[src/rtl/sra_sequencer.sv]
// Moore controller that steps the shared 8-bit datapath through a programmable
// arithmetic shift right: LOAD, N one-bit SRA cycles, STORE, then a Done pulse.
module sra_sequencer #(
    parameter int unsigned CNT_W   = 3,
    parameter logic [3:0]  OP_SRA1 = 4'h6,
    parameter logic [3:0]  OP_PASS = 4'h0
) (
    input  logic             clk,
    input  logic             Reset,
    input  logic             Start,
    input  logic [7:0]       ShAmt,
    output logic             In,
    output logic [1:0]       Bus2,
    output logic [1:0]       Bus5,
    output logic [1:0]       Bus7,
    output logic             AU1B3,
    output logic             AU1B4,
    output logic [4:0]       LR,
    output logic [3:0]       Opcode,
    output logic             Done,
    output logic             Busy,
    output logic [CNT_W-1:0] Count
);

    localparam int unsigned SH_W    = 8;
    localparam int unsigned MAX_CNT = (1 << CNT_W) - 1;

    typedef enum logic [2:0] {
        S_IDLE  = 3'd0,
        S_LOAD  = 3'd1,
        S_SHIFT = 3'd2,
        S_STORE = 3'd3,
        S_DONE  = 3'd4
    } state_t;

    state_t           state;
    state_t           state_nxt;
    logic [CNT_W-1:0] count_load;

    // Shifting further than the counter can hold gives the same full sign fill,
    // so oversize requests saturate at the counter maximum.
    assign count_load = (ShAmt > SH_W'(MAX_CNT)) ? CNT_W'(MAX_CNT) : ShAmt[CNT_W-1:0];

    // State register
    always_ff @(posedge clk or posedge Reset) begin
        if (Reset) begin
            state <= S_IDLE;
        end else begin
            state <= state_nxt;
        end
    end

    // Remaining-shift counter: loaded in LOAD, decremented once per SHIFT cycle
    always_ff @(posedge clk or posedge Reset) begin
        if (Reset) begin
            Count <= '0;
        end else begin
            case (state)
                S_LOAD:  Count <= count_load;
                S_SHIFT: if (Count != '0) Count <= Count - CNT_W'(1);
                default: Count <= Count;
            endcase
        end
    end

    // Next-state logic
    always_comb begin
        state_nxt = state;
        case (state)
            S_IDLE:  if (Start) state_nxt = S_LOAD;
            S_LOAD:  state_nxt = (count_load != '0) ? S_SHIFT : S_STORE;
            S_SHIFT: if (Count <= CNT_W'(1)) state_nxt = S_STORE;
            S_STORE: state_nxt = S_DONE;
            S_DONE:  state_nxt = S_IDLE;
            default: state_nxt = S_IDLE;
        endcase
    end

    // Control decode, purely from the state register
    always_comb begin
        In     = 1'b0;
        Bus2   = 2'b00;
        Bus5   = 2'b00;
        Bus7   = 2'b00;
        AU1B3  = 1'b0;
        AU1B4  = 1'b0;
        LR     = 5'b00000;
        Opcode = OP_PASS;
        Done   = 1'b0;
        Busy   = 1'b0;
        case (state)
            S_LOAD: begin
                In   = 1'b1;
                LR   = 5'b00101;
                Busy = 1'b1;
            end
            S_SHIFT: begin
                Bus2   = 2'b01;
                Bus5   = 2'b01;
                AU1B3  = 1'b1;
                LR     = 5'b00100;
                Opcode = OP_SRA1;
                Busy   = 1'b1;
            end
            S_STORE: begin
                Bus7  = 2'b10;
                AU1B4 = 1'b1;
                LR    = 5'b10000;
                Busy  = 1'b1;
            end
            S_DONE: begin
                Done = 1'b1;
            end
            default: ;
        endcase
    end

endmodule

[config.mk]
export PLATFORM = sky130hd
export DESIGN_NAME = sra_sequencer
export DESIGN_NICKNAME = d
export VERILOG_FILES = /design/src/rtl/sra_sequencer.sv
export SDC_FILE = /design/constraint.sdc
export NUM_CORES = 1
export LEC_CHECK = 0
export BUFFER_PORTS_ARGS = -buffer_cell sky130_fd_sc_hd__buf_2
export CAP_MARGIN = 20
export CORE_AREA = 2 2 39 41
export CTS_CLUSTER_DIAMETER = 120
export CTS_CLUSTER_SIZE = 30
export DETAILED_ROUTE_END_ITERATION = 10
export DIE_AREA = 0 0 41 43
export PLACE_DENSITY = 0.78
export SETUP_SLACK_MARGIN = 0.02
export SYNTH_ARGS = -nofsm -noshare
export SYNTH_HDL_FRONTEND = slang
export SYNTH_SLANG_ARGS = --single-unit
[constraint.sdc]
create_clock -name clk -period 2.9 [get_ports clk]
set_input_delay 0 -clock clk [delete_from_list [all_inputs] [get_ports clk]]
set_output_delay 0 -clock clk [all_outputs]
set_load 0.03 [all_outputs]
==> impl_metrics.sql <==
INSERT INTO impl_metrics (metric_group, metric, value, unit) VALUES
('outcome', 'outcome', 'finished clean', ''),
('floorplan', 'initial_core_util', '0.4005', ''),
('synth', 'seq_area_frac_synth', '0.2709', ''),
('routing', 'wirelength', '1142', 'um'),
('cells_and_area', 'final_core_util', '0.4756', ''),
('power_and_ir_drop', 'vdd.ir_drop.worst', '0.5801', 'mV'),
('clock_tree', 'clk_pin_slew_worst_paths', '40', 'ps'),
('critical_path', 'critPathMaxStageDelay', '410', 'ps'),
('critical_path', 'crit_path_start_kind', 'register', ''),
('cells_and_area', 'antennaDiodeCount', '0', ''),
('placed_design', 'post_detail_place_hpwl', '963.3', 'um'),
('synth', 'netlist_instances', '64', ''),
('sta', 'maxClockFrequency', '0.6476', 'GHz'),
('routing', 'drt_first_iter_violations', '5', ''),
('clock_tree', 'cts.repair_timing.setup_buffer_count', '0', ''),
('synth', 'synth_compound_gate_area_share', '0.1851', ''),
('grt', 'antenna_found_initial', '0', ''),
('sta', 'report.final.slew_viol_count', '0', ''),
('cells_and_area', 'final_net_count', '102', ''),
('critical_path', 'cp_max_fo', '5', ''),
('synth', 'yosys.area_share.xor_xnor', '0', ''),
('routing', 'drt-wirelength-per-cell', '11.20', 'um'),
('synth', 'post_syn_area', '554.3', 'um2'),
('sta', 'finalHoldViolCount', '0', ''),
('synth', 'synth_edf_count', '0', ''),
('grt', 'grt_pass1_vias', '451', ''),
('power_and_ir_drop', 'cellPowerDensity', '1296', 'nW/um2'),
('sta', 'timing.clock.skew', '0.6246', 'ps'),
('flow_run', 'max_cap_viol_count', '0', ''),
('sta', 'rsz_0062_raised_after_global_routing', 'no', ''),
('placed_design', 'gp_congestion', '0.7547', ''),
('synth', 'synthMuxAreaShare', '0.01806', ''),
('clock_tree', 'later_pin_clock_latency_in_the_skew_report', '240', 'ps'),
('sta', 'final_min_period_over_clock_period', '0.5325', ''),
('floorplan', 'die_area', '1763', 'um2'),
('clock_tree', 'hold_buffers', '1', ''),
('grt', 'grt_pass1_wl', '1842', 'um'),
('clock_tree', 'library_cell_used_as_clock_root_buffer', 'clkbuf_4', ''),
('routing', 'dr.pass1.iters', '4', ''),
('grt', 'grt_start_max_net_pins', '14', ''),
('sta', 'fin_crit', '1544', 'ps'),
('sta', 'finalSetupTns', '0', 'ps'),
('synth', 'avgSynthCellArea', '8.661', 'um2'),
('synth', 'postSynth.topFlopCell', 'dfrtp_1', ''),
('synth', 'synth_simple_gate_area_share', '0.2348', ''),
('routing', 'vias', '491', ''),
('grt', 'global_route_total_overflow', '0', ''),
('sta', 'setup_violations', '0', ''),
('critical_path', 'crit_path_frequent_cell', 'o21ai_2', ''),
('synth', 'synth_seq_cells', '6', ''),
('floorplan', 'placement_rows', '14', ''),
('power_and_ir_drop', 'leakage_dissipation', '0.0003633', 'uW'),
('floorplan', 'core_outline_area', '1384', 'um2'),
('critical_path', 'class_of_the_most_critical_setup_path', 'reg -> reg', ''),
('synth', 'synth.lib_cells_used.distinct', '29', ''),
('critical_path', 'critPathSlowestCell', 'dfrtp_1', ''),
('cells_and_area', 'final_layout_size_suffix_gt1_frac', '0.4186', ''),
('routing', 'antenna_violating_nets_post_route', '0', ''),
('cells_and_area', 'layout-area-overhead-vs-synth', '18.74', '%'),
('synth', 'synth.area.top_cells', 'dfrtp_1 27%, buf_4 18%, ha_1 6.8%, nor2_1 5.4%, nor4_4 3.8%', ''),
('synth', 'largest_family_of_logic_cells_by_synthesized_area', 'simple AND/OR/NAND/NOR gates', ''),
('critical_path', 'end_kind', 'register', ''),
('grt', 'gr-usage-all-layers', '0.1569', ''),
('critical_path', 'crit_chain', 'inv_1, ha_1, nor3b_1, o21ai_2, a221o_1, o21ai_2', ''),
('synth', 'synth_most_common_cell', 'buf_4', ''),
('synth', 'synthArstFlopShare', '1.000', ''),
('clock_tree', 'cts_htree_levels', '1', ''),
('clock_tree', 'clock_sinks', '6', ''),
('critical_path', 'critical_path_arrival', '1710', 'ps'),
('floorplan', 'boundaryPins', '34', ''),
('clock_tree', 'worst_case_clock_buffer_depth', '2', '');
worst max-delay path, delay by kind of cell, from the launching register on:
kind / cells / cell delay (ps)
AO/OA/AOI/OAI: 3 / 480
AND/OR/NAND/NOR: 1 / 260
adder cells (fa/ha/maj): 1 / 220
buffers and inverters: 1 / 100
flip-flops: 1 / 410
path summary, 6_finish.rpt:
| kind | to | cells past startpoint | slack (ps) | start |
|---|---|---|---|---|
| max reg2reg | Count[2]$_DFFE_PP0P_ | 6 | 1360 | Count[0]$_DFFE_PP0P_ |
| min | state[0]$_DFFE_PP0P_ | 3 | 130 | ShAmt[1] |
| max | Count[2]$_DFFE_PP0P_ | 6 | 1360 | Count[0]$_DFFE_PP0P_ |
| max in group asynchronous | state[2]$_DFFE_PP0P_ | 3 | 2510 | Reset |
| min reg2reg | Count[0]$_DFFE_PP0P_ | 1 | 610 | Count[0]$_DFFE_PP0P_ |
| min in group asynchronous | Count[1]$_DFFE_PP0P_ | 3 | 210 | Reset |
logic make-up after synthesis:
family,count (synthesis)
DFF,6
buffers and inverters,19
AOI/OAI and AO/OA,13
and+or+nand+nor,21
adders and majority gates,3
other,1
muxes,1
sequential cells by signal (all words and copies together), names as in the netlist:
signal,count
Count,3
state,3
per-stage QoR:
step / power [uW] / setup WS, ps / hold slack [ps] / instance area [um2] / instances
6_report: 853.0 / 1356 / 133.0 / 658.1 / 102
5_1_grt: 921.6 / 1262 / 140.3 / 658.1 / 102
4_1_cts: 862.4 / 1343 / 120.1 / 658.1 / 102
3_5_place_dp: 780.0 / 1332 / -71.27 / 625.6 / 98
3_3_place_gp: 767.8 / 1456 / -84.08 / 625.6 / 98
2_1_floorplan: 686.0 / 1258 / -209.0 / 576.8 / 70
cell type report:
| cell class | instances | area (um2) |
|---|---|---|
| inverter | 5 | 18.77 |
| fill | 130 | 725.7 |
| multi-input combinational | 45 | 306.5 |
| clock buffer | 3 | 22.52 |
| timing repair buffer | 27 | 140.1 |
| tap | 16 | 20.02 |
| sequential | 6 | 150.1 |
power by group:
group	switching [uW]	leakage [uW]	internal, uW
clock network	30.4	0.0000138	46.8
registers	61.4	0.0000701	122
logic	398	0.000279	194
total	489	0.000363	364
layout by cell type (no fill, tap or decap), types with 2 or more instances in the layout:
cell type	Yosys	final
conb_1	1	7
dfrtp_1	6	6
a21oi_1	3	3
inv_1	5	5
o21ai_2	2	2
buf_2	0	26
nor3_1	3	3
ha_1	3	3
clkbuf_4	0	3
nor2_1	8	8
layer usage:
| metal | vias up | wire, um | global-route usage |
|---|---|---|---|
| met3 | 2 | 105 | 0.03141 |
| met4 | 0 | 19 | 0.08000 |
| met2 | 24 | 563 | 0.2625 |
| li1 | 243 | - | - |
| met5 | - | 0 | 0 |
| met1 | 222 | 453 | 0.1749 |
Note: power is estimated with default switching activity, not from simulation.
